## src/rtl/calc_req_arbiter.sv

```systemverilog
// -----------------------------------------------------------------------------
// calc_req_arbiter
//
// Shares a single calculator between two requesters. A round-robin choice is
// made in IDLE. The winner's op/operands are latched onto the calculator
// inputs and go is pulsed for one cycle. The arbiter then waits for done, or
// for a timeout if the calculator hangs. The result is returned to the winner
// with a one-cycle ack. Finally it drains any level-held done before it
// accepts the next request. The op code is passed through untouched.
//
// Ports
//   clk                 system clock, rising edge
//   rst                 synchronous active-high reset
//   req0/op0/a0/b0      requester 0 request, op code, operands (held until ack0)
//   ack0/res0/err0      requester 0 completion pulse, result, timeout flag
//   req1/op1/a1/b1      requester 1 request, op code, operands (held until ack1)
//   ack1/res1/err1      requester 1 completion pulse, result, timeout flag
//   calc_go             one-cycle start pulse to the calculator
//   calc_op/in1/in2     op code and operands presented to the calculator
//   calc_done/calc_out  calculator completion level and result
//   busy                high whenever the FSM is not in IDLE
//   grant_id            requester currently being served (valid while busy)
//
// Parameters
//   TIMEOUT  maximum number of WAIT cycles before aborting with err (>= 2)
//   CNT_W    width of the timeout counter (2**CNT_W > TIMEOUT)
// -----------------------------------------------------------------------------
module calc_req_arbiter #(
    parameter int TIMEOUT = 32,
    parameter int CNT_W   = 6
) (
    input  logic       clk,
    input  logic       rst,
    // requester 0
    input  logic       req0,
    input  logic [1:0] op0,
    input  logic [2:0] a0,
    input  logic [2:0] b0,
    output logic       ack0,
    output logic [2:0] res0,
    output logic       err0,
    // requester 1
    input  logic       req1,
    input  logic [1:0] op1,
    input  logic [2:0] a1,
    input  logic [2:0] b1,
    output logic       ack1,
    output logic [2:0] res1,
    output logic       err1,
    // calculator side
    output logic       calc_go,
    output logic [1:0] calc_op,
    output logic [2:0] calc_in1,
    output logic [2:0] calc_in2,
    input  logic       calc_done,
    input  logic [2:0] calc_out,
    // status
    output logic       busy,
    output logic       grant_id
);

    localparam logic [2:0] ST_IDLE  = 3'd0;
    localparam logic [2:0] ST_ISSUE = 3'd1;
    localparam logic [2:0] ST_WAIT  = 3'd2;
    localparam logic [2:0] ST_RESP  = 3'd3;
    localparam logic [2:0] ST_DRAIN = 3'd4;

    // Last WAIT cycle index; reaching it with done still low aborts the op.
    localparam logic [CNT_W-1:0] TMR_LAST = CNT_W'(TIMEOUT - 1);

    logic [2:0]       state_r;
    logic [2:0]       state_nx_s;
    logic             ptr_r;          // requester preferred on a tie
    logic             grant_id_r;
    logic             grant_s;        // a grant is taken this cycle
    logic             grant_nx_s;     // requester being granted this cycle
    logic             done_hit_s;     // WAIT ends with a valid result
    logic             timeout_hit_s;  // WAIT ends by timeout
    logic [CNT_W-1:0] timer_r;

    logic             calc_go_r;
    logic [1:0]       calc_op_r;
    logic [2:0]       calc_in1_r;
    logic [2:0]       calc_in2_r;
    logic             ack0_r;
    logic             ack1_r;
    logic [2:0]       res0_r;
    logic [2:0]       res1_r;
    logic             err0_r;
    logic             err1_r;
    logic             busy_r;

    // Next-state decode, arbitration and WAIT exit qualification.
    always_comb begin
        state_nx_s    = state_r;
        grant_s       = 1'b0;
        grant_nx_s    = grant_id_r;
        done_hit_s    = 1'b0;
        timeout_hit_s = 1'b0;
        case (state_r)
            ST_IDLE: begin
                if (req0 && req1) begin
                    // Tie: serve whoever was not served last.
                    grant_s    = 1'b1;
                    grant_nx_s = ptr_r;
                    state_nx_s = ST_ISSUE;
                end else if (req0) begin
                    grant_s    = 1'b1;
                    grant_nx_s = 1'b0;
                    state_nx_s = ST_ISSUE;
                end else if (req1) begin
                    grant_s    = 1'b1;
                    grant_nx_s = 1'b1;
                    state_nx_s = ST_ISSUE;
                end else begin
                    state_nx_s = ST_IDLE;
                end
            end
            ST_ISSUE: begin
                state_nx_s = ST_WAIT;
            end
            ST_WAIT: begin
                // Done has priority over a coincident timeout.
                if (calc_done) begin
                    done_hit_s = 1'b1;
                    state_nx_s = ST_RESP;
                end else if (timer_r == TMR_LAST) begin
                    timeout_hit_s = 1'b1;
                    state_nx_s    = ST_RESP;
                end else begin
                    state_nx_s = ST_WAIT;
                end
            end
            ST_RESP: begin
                state_nx_s = ST_DRAIN;
            end
            ST_DRAIN: begin
                // Hold off until a level-held done falls so it cannot
                // complete the next operation early.
                if (calc_done) begin
                    state_nx_s = ST_DRAIN;
                end else begin
                    state_nx_s = ST_IDLE;
                end
            end
            default: begin
                state_nx_s = ST_IDLE;
            end
        endcase
    end

    // State register.
    always_ff @(posedge clk) begin
        if (rst) begin
            state_r <= ST_IDLE;
        end else begin
            state_r <= state_nx_s;
        end
    end

    // Grant bookkeeping: winner id, round-robin pointer and operand latch.
    always_ff @(posedge clk) begin
        if (rst) begin
            grant_id_r <= 1'b0;
            ptr_r      <= 1'b0;
            calc_op_r  <= 2'd0;
            calc_in1_r <= 3'd0;
            calc_in2_r <= 3'd0;
        end else if (grant_s) begin
            grant_id_r <= grant_nx_s;
            ptr_r      <= ~grant_nx_s;
            calc_op_r  <= grant_nx_s ? op1 : op0;
            calc_in1_r <= grant_nx_s ? a1  : a0;
            calc_in2_r <= grant_nx_s ? b1  : b0;
        end else begin
            grant_id_r <= grant_id_r;
            ptr_r      <= ptr_r;
            calc_op_r  <= calc_op_r;
            calc_in1_r <= calc_in1_r;
            calc_in2_r <= calc_in2_r;
        end
    end

    // Go pulse: high for exactly the ISSUE cycle that follows a grant.
    always_ff @(posedge clk) begin
        if (rst) begin
            calc_go_r <= 1'b0;
        end else begin
            calc_go_r <= grant_s;
        end
    end

    // WAIT cycle counter, cleared in ISSUE and frozen once WAIT is left.
    always_ff @(posedge clk) begin
        if (rst) begin
            timer_r <= {CNT_W{1'b0}};
        end else if (state_r == ST_ISSUE) begin
            timer_r <= {CNT_W{1'b0}};
        end else if ((state_r == ST_WAIT) && !done_hit_s && !timeout_hit_s) begin
            timer_r <= timer_r + CNT_W'(1'b1);
        end else begin
            timer_r <= timer_r;
        end
    end

    // Ack pulses: raised on the WAIT->RESP edge so they are high in RESP only.
    always_ff @(posedge clk) begin
        if (rst) begin
            ack0_r <= 1'b0;
            ack1_r <= 1'b0;
        end else begin
            ack0_r <= (done_hit_s | timeout_hit_s) & ~grant_id_r;
            ack1_r <= (done_hit_s | timeout_hit_s) &  grant_id_r;
        end
    end

    // Requester 0 result/error: result only on done, error cleared on done
    // and set on timeout; both hold between operations.
    always_ff @(posedge clk) begin
        if (rst) begin
            res0_r <= 3'd0;
            err0_r <= 1'b0;
        end else if (!grant_id_r && done_hit_s) begin
            res0_r <= calc_out;
            err0_r <= 1'b0;
        end else if (!grant_id_r && timeout_hit_s) begin
            res0_r <= res0_r;
            err0_r <= 1'b1;
        end else begin
            res0_r <= res0_r;
            err0_r <= err0_r;
        end
    end

    // Requester 1 result/error, same rules as requester 0.
    always_ff @(posedge clk) begin
        if (rst) begin
            res1_r <= 3'd0;
            err1_r <= 1'b0;
        end else if (grant_id_r && done_hit_s) begin
            res1_r <= calc_out;
            err1_r <= 1'b0;
        end else if (grant_id_r && timeout_hit_s) begin
            res1_r <= res1_r;
            err1_r <= 1'b1;
        end else begin
            res1_r <= res1_r;
            err1_r <= err1_r;
        end
    end

    // Busy flag tracks the registered state (high outside IDLE).
    always_ff @(posedge clk) begin
        if (rst) begin
            busy_r <= 1'b0;
        end else begin
            busy_r <= (state_nx_s != ST_IDLE);
        end
    end

    assign calc_go  = calc_go_r;
    assign calc_op  = calc_op_r;
    assign calc_in1 = calc_in1_r;
    assign calc_in2 = calc_in2_r;
    assign ack0     = ack0_r;
    assign ack1     = ack1_r;
    assign res0     = res0_r;
    assign res1     = res1_r;
    assign err0     = err0_r;
    assign err1     = err1_r;
    assign busy     = busy_r;
    assign grant_id = grant_id_r;

endmodule

```

## config.mk

```make
export PLATFORM = sky130hd
export DESIGN_NAME = calc_req_arbiter
export DESIGN_NICKNAME = d
export VERILOG_FILES = /design/src/rtl/calc_req_arbiter.sv
export SDC_FILE = /design/constraint.sdc
export NUM_CORES = 1
export LEC_CHECK = 0
export CORE_UTILIZATION = 39
export DETAILED_ROUTE_END_ITERATION = 12
export GPL_TIMING_DRIVEN = 0
export PLACE_DENSITY = 0.74
export SYNTH_ARGS = -nofsm -noshare
export SYNTH_HDL_FRONTEND = slang
export SYNTH_SLANG_ARGS = --single-unit
```

## constraint.sdc

```tcl
create_clock -name clk -period 1.4 [get_ports clk]
set_input_delay 0.21 -clock clk [delete_from_list [all_inputs] [get_ports clk]]
set_output_delay 0.21 -clock clk [all_outputs]
set_load 0.05 [all_outputs]
```

==> flow_summary.yaml <==
sta:
  fin_skew_ns: 0.007255
  max-slew-margin-rel_pct: 67.85
  max_freq_mhz: 653.5
  hold_violations: 0
  tightest_slew_ns: 0.4822
  tns_ns: -0.7338
  layout_setup_ws_ns: -0.1302
  period_share_pct: 109.3
  drv_slew: 0
  finalSetupViolations: 14
  rsz0062_at_grt: "yes"
  min_period_ns: 1.530
status:
  status: "complete, but fails checks"
  violations: "setup timing"
yosys:
  syn_nets: 158
  ys_seq_elements: 31
  yosysWarnings: 0
  yosys.area.top_type: "dfxtp_1"
  synth_area_um2: 1275
  ys_types: 33
  yosysSeqAreaShare_pct: 48.68
  synth_top_area_share_pct: 48.68
  syn_inst: 133
  synth.avg_cell_area_um2: 9.586
  synthTopCellsByArea: "dfxtp_1, a222oi_1, nor2_1"
hold_path:
  hold_class: "in2reg"
detailed_routing:
  drt_wl_total_mm: 3.392
  via_per_inst: 5.246
  drt_first_pass_iters: 5
  antenna_left: 0
  drc: 0
  avgRoutedWirePerCell_um: 14.13
  dr.first_iter.drc_count: 68
  vias: 1259
global_routing:
  grt_max_degree: 11
  grt_pass1_vias: 1274
  antenna_found_initial: 0
  grt_pass1_wl_mm: 5.264
  grt.total_usage_pct: 20.68
  grt-ovfl-total: 0
job:
  cap_viol_max_count: 0
worst_setup_path:
  path_max_fanout: 8
  startpoint_type: "flop"
  path_class: "reg2reg"
  crit_required_ns: 1.67
  reg2reg_slack_ns: -0.13
  cp-end-kind: "flop"
  worstPathArrival_ns: 1.80
clock_network:
  numCtsBuffers: 5
  numClockSinks: 31
  cts_root_buf: "clkbuf_4"
  cts.path.max_buffers: 2
  insertion_delay_ns: 0.33
  clk_pin_slew_ns: 0.09
  htree_levels: 2
  cts_tree: "done"
  cts_hold_buf: 0
finish:
  mostFrequentLayoutCell: "dfxtp_1"
  num_antenna_cells: 0
  drive_above_1_share_pct: 34.69
  final_nets: 220
  register_area_um2: 638.1
  layout_common_cells: "dfxtp_1, clkdlybuf4s50_1, nor2_1"
  final_cells: 240
  multiInputGateArea_um2: 675.6
  syn2layout_area_growth_pct: 58.10
  fill_cells: 253
  utilization_pct: 65.49
floorplan:
  pin_count: 45
  die_w_um: 59.18
  rows: 20
  initial_core_util_pct: 41.42
  dieArea_um2: 3502
  coreArea_um2: 3078
  die_h_um: 59.18
placed_design:
  post-dp-hpwl_mm: 2.245
  dpl.cell_count: 220
  dpl_worst_slack_ns: -0.3708
  gp_congestion: 0.6620
  io_buffers: 43
power_and_ir_drop:
  irDropWorstVdd_uv: 702.4
  cellLeakagePower_nw: 0.7705
  powerDensity_nw_per_um2: 1217
  power.total_mw: 2.454
flip-flops by register name (all words and copies together), names as in the netlist, 2 cells and up:
register,count
res0,3
calc_in1,3
calc_op,2
res1,3
calc_in2,3
state_r,3
timer_r,6
repair_timing:
action,in CTS,in global routing
endpoints found under the hold margin,0,0
resized for setup,69,27
setup buffers,11,6
pin swaps,11,25
setup endpoints to repair,43,31
cloned,0,0
per-layer routing:
layer  vias up  part of all wire, %  track usage, %
li1        609                    -               -
met1       588                   37           20.25
met2        51                   52           36.53
met3        11                  8.1           10.70
met4         0                  2.7           8.503
met5         -                    0               0
power breakdown:
part	leakage, nW	switching [mW]	internal [mW]
Clock	0.0282	0.301	0.193
Sequential	0.256	0.0817	0.976
Combinational	0.486	0.515	0.388
Total	0.770	0.897	1.56
critical path, stage by stage, from the launching register on:
cell	delay, ns
dfxtp_4	0.37
or4b_4	0.56
a21oi_4	0.24
a222oi_1	0.16
nor2_1	0.14
final timing paths:
kind                            startpoint           to  cells past startpoint
worst max-delay path            state_r[1]  calc_in2[0]                      4
worst min-delay path                   rst        ptr_r                      2
worst max register to register  state_r[1]  calc_in2[0]                      4
worst min register to register     res0[0]      res0[0]                      2
through the flow:
stage          cell area (µm²)  hold slack, ns
2_1_floorplan             1289          0.3539
3_3_place_gp              1774          0.4499
3_5_place_dp              1774          0.4558
4_1_cts                   1946          0.2982
5_1_grt                   2016          0.3366
6_report                  2016          0.2990
final cells by class:
type                            count  share of cell area [%]
Clock inverter                      2                  0.6207
Buffer                              5                   1.179
Clock buffer                        6                   2.048
Inverter                            2                  0.3724
Timing Repair Buffer               60                   27.87
Tap cell                           44                   2.731
Multi-Input combinational cell     90                   33.52
Sequential cell                    31                   31.66
cell usage after synthesis:
cell type,instances
a21oi_4,1
or2_1,1
o21ai_0,2
or4b_4,1
a222oi_1,8
o21ai_2,1
nor2_1,20
mux2i_1,4
a31oi_1,1
nand4_1,1
inv_1,2
clkbuf_1,7
nand3b_1,1
or4_1,2
nand2_1,8
ha_1,1
and3_1,2
dfxtp_1,31
a21oi_1,8
xor2_1,3
xnor2_1,1
buf_4,2
nand3_1,7
o211ai_1,4
o21a_1,1
buf_6,1
nor4b_4,1
a211oi_1,2
nor3_1,3
nand2b_1,1
nor3b_1,3
nor4b_2,1
a311oi_1,1
logic make-up after synthesis:
family | Yosys count | synth area share [%]
xor+xnor | 4 | 2.748
compound gates | 29 | 17.47
simple gates | 52 | 22.28
buf+inv | 12 | 4.711
mux | 4 | 3.140
fa+ha+maj | 1 | 0.9812
flops | 31 | 48.68
Power figures use the tool's default switching activity.
